===== config.mk =====
export PLATFORM = sky130hd
export DESIGN_NAME = fx_eq_nband
export DESIGN_NICKNAME = d
export VERILOG_FILES = /design/src/rtl/fx_eq_pkg.sv /design/src/rtl/fx_eq_band_mac.sv /design/src/rtl/fx_eq_nband.sv
export SDC_FILE = /design/constraint.sdc
export NUM_CORES = 1
export LEC_CHECK = 0
export CAP_MARGIN = 40
export CORE_MARGIN = 2
export CORE_UTILIZATION = 46
export DETAILED_ROUTE_END_ITERATION = 12
export PLACE_DENSITY_LB_ADDON = 0.12
export REMOVE_ABC_BUFFERS = 1
export SKIP_CTS_REPAIR_TIMING = 1
export SYNTH_ARGS = -nofsm -noshare
export SYNTH_HDL_FRONTEND = slang
export SYNTH_SLANG_ARGS = --single-unit

===== constraint.sdc =====
create_clock -name clk -period 12.1 [get_ports clk]
set_input_delay 2.42 -clock clk [delete_from_list [all_inputs] [get_ports clk]]
set_output_delay 2.42 -clock clk [all_outputs]
set_load 0.05 [all_outputs]

===== src/rtl/fx_eq_pkg.sv =====
// Shared types and sizing helpers for the N-band fixed-point equaliser.
// Latency: n/a (types and constant functions only).
// Backpressure: n/a.
package fx_eq_pkg;

    // Sequencer states: wait for a strobe, walk bands/channels, publish.
    typedef enum logic [1:0] {
        ST_IDLE = 2'd0,
        ST_PROC = 2'd1,
        ST_DONE = 2'd2
    } eq_state_t;

    // Gain code that leaves a band at unity (0 dB).
    function automatic int unity_gain(input int param_w);
        return 1 << (param_w - 1);
    endfunction

    // Accumulator width: room for the band value times an unsigned gain,
    // summed over every band, plus guard bits.
    function automatic int acc_width(input int data_w, input int param_w, input int num_bands);
        return data_w + param_w + $clog2(num_bands) + 3;
    endfunction

    // One-pole shift for crossover k: the lowest crossover is the slowest.
    // The top band has no crossover state, so it gets a don't-care 0.
    function automatic int band_shift(input int shift_base, input int num_bands, input int k);
        if (k >= num_bands - 1) begin
            return 0;
        end
        return shift_base + 2 * (num_bands - 2 - k);
    endfunction

endpackage


===== src/rtl/fx_eq_band_mac.sv =====
// One band step: one-pole crossover update, band split, gain multiply-accumulate.
// Latency: purely combinational; the parent registers the state and accumulator.
// Backpressure: none, it evaluates every cycle and the parent decides what to keep.
module fx_eq_band_mac
    import fx_eq_pkg::*;
#(
    parameter int DATA_W  = 16,
    parameter int PARAM_W = 7,
    parameter int ACC_W   = 28
) (
    input  logic signed [DATA_W-1:0]  x,
    input  logic signed [DATA_W+1:0]  s_cur,
    input  logic signed [DATA_W+1:0]  s_lo,
    input  logic        [4:0]         shift,
    input  logic                      is_last,
    input  logic        [PARAM_W-1:0] gain,
    input  logic signed [ACC_W-1:0]   acc_in,
    output logic signed [DATA_W+1:0]  s_next,
    output logic signed [ACC_W-1:0]   acc_next
);

    localparam int SW = DATA_W + 2;
    localparam int DW = DATA_W + 3;
    localparam int PW = DW + PARAM_W + 1;

    logic signed [DW-1:0] x_ext;
    logic signed [DW-1:0] diff;
    logic signed [DW-1:0] step;
    logic signed [DW-1:0] s_hi;
    logic signed [DW-1:0] band;
    logic signed [PW-1:0] prod;

    // Crossover update, then the band is the difference of adjacent lowpass
    // outputs (the top band uses the raw input), so the bands telescope to x.
    always_comb begin
        x_ext    = DW'(x);
        diff     = x_ext - DW'(s_cur);
        step     = diff >>> shift;
        s_next   = SW'(DW'(s_cur) + step);
        s_hi     = is_last ? x_ext : DW'(s_next);
        band     = s_hi - DW'(s_lo);
        prod     = PW'(band) * PW'($signed({1'b0, gain}));
        acc_next = acc_in + ACC_W'(prod);
    end

endmodule


===== src/rtl/fx_eq_nband.sv =====
// N-band graphic equaliser; one shared band MAC time-sliced over bands and channels.
// Latency: strobe at T -> out_valid at T+NUM_CH*NUM_BANDS+1, idle again at T+NUM_CH*NUM_BANDS+2.
// Backpressure: none; a strobe while busy is dropped and latches the sticky overrun flag.
module fx_eq_nband
    import fx_eq_pkg::*;
#(
    parameter int DATA_W     = 16,
    parameter int PARAM_W    = 7,
    parameter int NUM_CH     = 2,
    parameter int NUM_BANDS  = 4,
    parameter int SHIFT_BASE = 3
) (
    input  logic                                clk,
    input  logic                                reset,
    input  logic [NUM_CH-1:0][DATA_W-1:0]       audio_in,
    input  logic                                sample_en,
    input  logic [NUM_BANDS-1:0][PARAM_W-1:0]   band_gain,
    input  logic                                bypass,
    output logic [NUM_CH-1:0][DATA_W-1:0]       audio_out,
    output logic                                out_valid,
    output logic                                busy,
    output logic                                overrun
);

    localparam int ACC_W = acc_width(DATA_W, PARAM_W, NUM_BANDS);
    localparam int SW    = DATA_W + 2;
    localparam int CW    = (NUM_CH > 1) ? $clog2(NUM_CH) : 1;
    localparam int BW    = $clog2(NUM_BANDS);

    localparam logic signed [ACC_W-1:0] SAT_MAX = ACC_W'((2 ** (DATA_W - 1)) - 1);
    localparam logic signed [ACC_W-1:0] SAT_MIN = ~SAT_MAX;

    eq_state_t state_q;
    eq_state_t state_d;

    logic [CW-1:0] ch_cnt;
    logic [BW-1:0] band_cnt;

    // Crossover lowpass states, one set per channel.
    logic signed [SW-1:0] s_q [NUM_CH][NUM_BANDS-1];

    // Shadow copy of the sample and controls, frozen for the whole pass.
    logic [NUM_CH-1:0][DATA_W-1:0]     x_sh;
    logic [NUM_BANDS-1:0][PARAM_W-1:0] gain_sh;
    logic                              bypass_sh;

    logic signed [ACC_W-1:0]       acc_q;
    logic [NUM_CH-1:0][DATA_W-1:0] res_q;

    logic                     last_band;
    logic                     last_ch;
    logic signed [DATA_W-1:0] x_cur;
    logic signed [SW-1:0]     s_cur;
    logic signed [SW-1:0]     s_lo;
    logic [PARAM_W-1:0]       gain_cur;
    logic [4:0]               shift_cur;
    logic signed [SW-1:0]     s_next;
    logic signed [ACC_W-1:0]  acc_next;
    logic signed [ACC_W-1:0]  acc_sh;
    logic [DATA_W-1:0]        ch_result;

    assign last_band = (band_cnt == BW'(NUM_BANDS - 1));
    assign last_ch   = (ch_cnt == CW'(NUM_CH - 1));
    assign busy      = (state_q != ST_IDLE);

    // Operand select for the current (channel, band) slot.
    always_comb begin
        x_cur     = $signed(x_sh[ch_cnt]);
        s_cur     = '0;
        s_lo      = '0;
        gain_cur  = '0;
        shift_cur = '0;
        for (int k = 0; k < NUM_BANDS - 1; k++) begin
            if (band_cnt == BW'(k)) begin
                s_cur     = s_q[ch_cnt][k];
                shift_cur = 5'(band_shift(SHIFT_BASE, NUM_BANDS, k));
            end
            if (band_cnt == BW'(k + 1)) begin
                s_lo = s_q[ch_cnt][k];
            end
        end
        for (int k = 0; k < NUM_BANDS; k++) begin
            if (band_cnt == BW'(k)) begin
                gain_cur = gain_sh[k];
            end
        end
    end

    fx_eq_band_mac #(
        .DATA_W  (DATA_W),
        .PARAM_W (PARAM_W),
        .ACC_W   (ACC_W)
    ) u_mac (
        .x        (x_cur),
        .s_cur    (s_cur),
        .s_lo     (s_lo),
        .shift    (shift_cur),
        .is_last  (last_band),
        .gain     (gain_cur),
        .acc_in   (acc_q),
        .s_next   (s_next),
        .acc_next (acc_next)
    );

    // Remove the unity-gain scale and clamp to the sample range.
    always_comb begin
        acc_sh = acc_next >>> (PARAM_W - 1);
        if (acc_sh > SAT_MAX) begin
            ch_result = SAT_MAX[DATA_W-1:0];
        end else if (acc_sh < SAT_MIN) begin
            ch_result = SAT_MIN[DATA_W-1:0];
        end else begin
            ch_result = acc_sh[DATA_W-1:0];
        end
        if (bypass_sh) begin
            ch_result = x_sh[ch_cnt];
        end
    end

    // Next-state logic for the band/channel sequencer.
    always_comb begin
        state_d = state_q;
        case (state_q)
            ST_IDLE: if (sample_en) state_d = ST_PROC;
            ST_PROC: if (last_band && last_ch) state_d = ST_DONE;
            ST_DONE: state_d = ST_IDLE;
            default: state_d = ST_IDLE;
        endcase
    end

    // State register, capture, per-slot datapath registers and outputs.
    always_ff @(posedge clk) begin
        if (reset) begin
            state_q   <= ST_IDLE;
            ch_cnt    <= '0;
            band_cnt  <= '0;
            x_sh      <= '0;
            gain_sh   <= '0;
            bypass_sh <= 1'b0;
            acc_q     <= '0;
            res_q     <= '0;
            audio_out <= '0;
            out_valid <= 1'b0;
            overrun   <= 1'b0;
            for (int c = 0; c < NUM_CH; c++) begin
                for (int k = 0; k < NUM_BANDS - 1; k++) begin
                    s_q[c][k] <= '0;
                end
            end
        end else begin
            state_q   <= state_d;
            out_valid <= 1'b0;
            if (sample_en && (state_q != ST_IDLE)) begin
                overrun <= 1'b1;
            end
            case (state_q)
                ST_IDLE: begin
                    if (sample_en) begin
                        x_sh      <= audio_in;
                        gain_sh   <= band_gain;
                        bypass_sh <= bypass;
                        ch_cnt    <= '0;
                        band_cnt  <= '0;
                        acc_q     <= '0;
                    end
                end
                ST_PROC: begin
                    if (!last_band) begin
                        for (int k = 0; k < NUM_BANDS - 1; k++) begin
                            if (band_cnt == BW'(k)) begin
                                s_q[ch_cnt][k] <= s_next;
                            end
                        end
                        acc_q    <= acc_next;
                        band_cnt <= band_cnt + 1'b1;
                    end else begin
                        res_q[ch_cnt] <= ch_result;
                        acc_q         <= '0;
                        band_cnt      <= '0;
                        ch_cnt        <= last_ch ? '0 : ch_cnt + 1'b1;
                        if (last_ch) begin
                            // Publish every channel together; the last one
                            // comes straight from this cycle's MAC.
                            for (int c = 0; c < NUM_CH; c++) begin
                                audio_out[c] <= (CW'(c) == ch_cnt) ? ch_result : res_q[c];
                            end
                            out_valid <= 1'b1;
                        end
                    end
                end
                default: ;
            endcase
        end
    end

endmodule


==> flow_summary.toml, run 1 <==
[outcome]
status = "finished clean"

[floorplan]
core_area_mm2 = 0.0433
boundaryPins = 99
die_area_mm2 = 0.0457
fp.dieH_um = 214
start_util_pct = 46.8
num_rows = 76
die_x_um = 214

[clock_network]
clock_sinks = 253
htree_levels = 1
cts_tree = "yes"
clk_pin_slew_ns = 0.06
cts-buffers-inserted = 28
clk_path_buf_depth = 3
cts_root_buffer = "clkbuf_16"
clock_latency_ns = 0.58

[critical_path]
worst_path_max_delay_cell = "fa_1"
cp_max_fo = 7
critPathTopFamily = "adder cells"
critPathLaunchType = "register"
path_common_cell = "buf_4"
worstPathArrival_ns = 12.07
timing.rr.start = "band_cnt[0]"
cp_data_required_time_ns = 12.53
worst-setup-path-type = "register to register"
rrSetupSlack_ns = 0.46
slowest_delay_ns = 0.53
end_kind = "register"
crit_path_start = "band_cnt[0]"
critPathBufInv = 14

[synthesis]
avgSynthCellArea_um2 = 8.88
syn_area_mm2 = 0.0203
netlist_top_cells_count = "nor2_1, nand2_1, inv_1"
synth_edf_count = 108
synth_seq_cells = 253
synth-main-ff-cell = "dfxtp_1"
yosys_warnings = 0
synthDistinctLibCells = 90
synth_area_leaders = "edfxtp_1, dfxtp_1, fa_1"
synthMostInstantiatedCell = "nor2_1"
synthArstFlopShare_pct = 0
postSynthCellCount = 2282
yosysTopAreaCell = "edfxtp_1"
yosysTopAreaCellShare_pct = 16.0
synth-seq-area-share_pct = 30.3

[drt]
vias = 17600
drc = 0
via_per_inst = 5.48
wire_per_inst_um = 19.8
detail_route.first_pass.iterations = 6
ant_nets = 0
drt-total-wl_mm = 63.5
drt_iter0_drc = 1360

[layout]
fillers = 3807
multi_input_area_mm2 = 0.0136
fin_nets = 2924
syn2layout_area_growth_pct = 27.5
final_cells = 3212
num_antenna_cells = 0
drive_gt1_share_pct = 24.1
seqCellArea_mm2 = 0.00615

[grt]
grt_pass1_wl_mm = 98.4
grt_overflow_total = 0
grt_usage_pct = 27.9
grt_max_degree = 66
grt_pass1_vias = 17700
antenna_found_initial = 0

[placement]
place_congestion = 0.942
io_buffers = 98
place_inst = 3123
dp_hpwl_mm = 48.0

[job]
drv_cap = 0

[timing]
tightest_slew_ns = 0.888
fin_worst_skew_ns = 0.0169
drv_slew = 0
hold_viol_final = 0
setup_viol = 0
max_freq_mhz = 85.9
timing.final.crit_period_ns = 11.64
final.period_utilization_pct = 96.2
relSlewSlack_pct = 40.7

[worst_hold_path]
worstHoldStart = "x_sh[2]"
hold_class = "register to register"
==> sequential cells by signal (all words and copies together), names as in the netlist, 2 cells and up, named ones only <==
register and cells:
audio_out 32, band_cnt 2, state_q 2, acc_q 28
x_sh 32, s_q 108, gain_sh 28, res_q 16
==> metrics by stage <==
stage	setup TNS (ns)	area (µm²)	hold WS [ns]	utilization (%)	worst slack, ns
finish	0	25800	0.451	59.7	0.458
global route	-1.07	25800	0.470	59.7	-0.108
CTS	-17.46	24600	0.451	56.8	-0.654
detailed placement	-14.08	23600	0.443	54.7	-0.532
global placement	-8.47	23400	0.440	54.2	-0.337
floorplan	-19.43	19700	0.425	-	-0.734
==> worst paths after layout <==
path,to,depth (start not counted)
min reg2reg,x_sh[2],2
max reg2reg,res_q[5],57
max,res_q[5],57
min,x_sh[2],2
==> logic make-up after synthesis <==
| logic type | share of synthesized area, % |
|---|---|
| and+or+nand+nor | 16.1 |
| AOI/OAI and AO/OA | 17.3 |
| buffers and inverters | 6.87 |
| adders and majority gates | 20.6 |
| DFF | 30.3 |
| muxes | 5.47 |
| xor gates and xnor gates | 3.29 |
==> cells in the final DEF, fill, tap and decap left out, drive strengths merged, types with 35 or more instances in the layout <==
master and n:
nand2 267, xor2 35, edfxtp 108, buf 305, inv 235, a22oi 45
nand2b 49, clkdlybuf4s50 97, clkbuf 42, ha 124, a21oi 187, mux2 75
nor2 298, fa 131, dfxtp 145, o21ai 87, xnor2 41
==> tightest hold or removal path: stages (launching register included) <==
cell and delay (ns):
dfxtp_1 0.31, nand2_1 0.05, a21oi_1 0.05
==> layout make-up <==
class                   count  area share (%)
multi-input cells        1685            52.8
flip-flops and latches    253            23.8
repair buffers            403            13.6
inverters                 234            3.41
clock buffers              41            3.18
well taps                 585            2.83
clock inverters            11           0.397
==> per-layer routing <==
| layer | share of wire, % | wire length (µm) | GRT usage, % | up-vias |
|---|---|---|---|---|
| li1 | - | - | - | 8398 |
| met1 | 44 | 28100 | 38.6 | 8493 |
| met2 | 45 | 28500 | 43.8 | 619 |
| met3 | 8.1 | 5170 | 6.36 | 90 |
| met4 | 2.7 | 1740 | 7.57 | 0 |
| met5 | 0 | 0 | 0 | - |
Power of run 1 is not shown: default switching activity piles up to over one toggle a cycle in this logic, so the estimate is an artifact.
==> run 2, diff against run 1 <==
--- a/config.mk
+++ b/config.mk
@@ -9,6 +9,7 @@
 export CORE_MARGIN = 2
 export CORE_UTILIZATION = 46
 export DETAILED_ROUTE_END_ITERATION = 12
+export MAX_ROUTING_LAYER = met4
 export PLACE_DENSITY_LB_ADDON = 0.12
 export REMOVE_ABC_BUFFERS = 1
 export SKIP_CTS_REPAIR_TIMING = 1
==> run 2 against run 1 <==
Net effect: critical path depth decreased by 1; final cell count decreased by 0.34%; sequential share of layout area increased by 0.23 points; core utilization decreased by 0.61 points; clock skew increased by 0.011 ns; global-route usage increased by 0.28 points; final area decreased by 1.0%; clock-buffer cell count decreased by 1; non-clock buffer count decreased by 11; critical path type unchanged; largest cell class unchanged.
==> flow_summary.toml, run 2 (synthesis results as in run 1) <==
[critical_path]
r2r_cells = 56
critPathTopFamily = "compound AO/OA/AOI/OAI gates"
slowest_delay_ns = 0.56
worstPathArrival_ns = 12.15
worst_path_max_delay_cell = "fa_1"
worst-setup-path-type = "register to register"
critPathLaunchType = "register"
cp.depth = 56
cp_max_fo = 8
cp_data_required_time_ns = 12.55
critPathBufInv = 14
path_common_cell = "buf_4"
end_kind = "register"

[layout]
final_cell_mix = "nor2_1, buf_4, nand2_1, inv_1, a21oi_1"
final_common_cell = "nor2_1"
largest_register = "s_q"
biggestRegsByFlops = "s_q: 108 flops, audio_out: 32 flops, x_sh: 32 flops"
final_util_pct = 59.1
syn2layout_area_growth_pct = 26.2
drive_gt1_share_pct = 22.9
fin_nets = 2912
largest_reg_flops = 108

[floorplan]
boundaryPins = 99
start_util_pct = 46.8
fp.dieH_um = 214
die_x_um = 214
num_rows = 76
die_area_mm2 = 0.0457
core_area_mm2 = 0.0433

[job]
drv_cap = 0

[timing]
hold_viol_final = 0
fin_worst_skew_ns = 0.0281
finalWorstSetupSlack_ns = 0.402
hold_ws_ns = 0.451
tightest_slew_ns = 0.854
max_freq_mhz = 85.5
timing.final.crit_period_ns = 11.70
final.period_utilization_pct = 96.7
setup_viol = 0
drv_slew = 0
relSlewSlack_pct = 42.9

[clock_network]
htree_levels = 1
cts_tree = "yes"
clk_pin_slew_ns = 0.06
clock_sinks = 253
cts_root_buffer = "clkbuf_16"
cts-buffers-inserted = 28
clk_path_buf_depth = 3
clock_latency_ns = 0.57

[drt]
drt-total-wl_mm = 62.5
via_per_inst = 5.56
drt_iter0_drc = 1321
wire_per_inst_um = 19.5
vias = 17800
drc = 0
ant_nets = 0
detail_route.first_pass.iterations = 5

[grt]
antenna_found_initial = 0
grt_usage_pct = 28.1
grt_overflow_total = 0
grt_pass1_wl_mm = 96.4
grt_max_degree = 120
grt_pass1_vias = 17700

[placement]
io_buffers = 98
place_congestion = 0.938
dp_hpwl_mm = 47.1
place_ws_ns = -0.553

[outcome]
status = "finished clean"

[worst_hold_path]
hold_class = "register to register"
whs_path_depth = 2
==> run 2: changes by cell type in the layout (fill, tap and decap cells not counted), sizes merged <==
cell | before | now
diode | 0 | 1
clkinvlp | 3 | 1
buf | 305 | 293
inv | 235 | 236
clkinv | 6 | 7
o32a | 2 | 1
bufinv | 1 | 2
==> run 2: stage by stage <==
stage,instance area (µm²),setup TNS [ns],cells
after floorplan,19700,-19.43,2171
after global placement,23400,-11.01,3101
after CTS,24500,-15.97,3165
final,25600,0,3201
after detailed placement,23600,-13.85,3113
after global routing,25600,-3.87,3200
==> run 2: worst paths after layout <==
kind,slack (ns),to,from
worst max-delay path,0.40,audio_out[16],register
worst max register to register,0.40,audio_out[16],register
worst min register to register,0.45,x_sh[14],x_sh[14]
worst min-delay path,0.45,x_sh[14],x_sh[14]
==> run 2: final cells by class <==
cell class	instances	area (µm²)
flip-flops and latches	253	6150
clock buffers	40	797
clock inverters	12	116
repair buffers	392	3430
well taps	585	732
diodes	1	2.50
multi-input cells	1684	13500
fillers	3870	17700
inverters	234	878
==> run 2: worst register-to-register path, delay by kind of cell, from the launching register on <==
kind	cells	cell delay [ns]
AND/OR/NAND/NOR	9	1.31
flip-flops	1	0.37
buffers and inverters	14	1.79
adder cells (fa/ha/maj)	8	3.32
XOR/XNOR	2	0.40
multiplexers	3	0.63
AO/OA/AOI/OAI	20	3.75
==> run 2: layer usage <==
metal	GRT usage (%)	up-vias	part of all wire, %
li1	-	8378	-
met1	38.0	8681	45
met2	42.7	632	45
met3	5.62	92	7.4
met4	8.41	0	2.9
met5	-	-	0
Power of run 2 is left out for the same reason.
==> run 3, diff against run 2 <==
--- a/config.mk
+++ b/config.mk
@@ -5,6 +5,7 @@
 export SDC_FILE = /design/constraint.sdc
 export NUM_CORES = 1
 export LEC_CHECK = 0
+export ABC_AREA = 0
 export CAP_MARGIN = 40
 export CORE_MARGIN = 2
 export CORE_UTILIZATION = 46
@@ -16,3 +17,4 @@
 export SYNTH_ARGS = -nofsm -noshare
 export SYNTH_HDL_FRONTEND = slang
 export SYNTH_SLANG_ARGS = --single-unit
+export TNS_END_PERCENT = 10
==> results of run 3 <==
Same layout as run 2: the final DEF is identical, and so are final timing and power.
Power of run 3 is left out for the same reason.
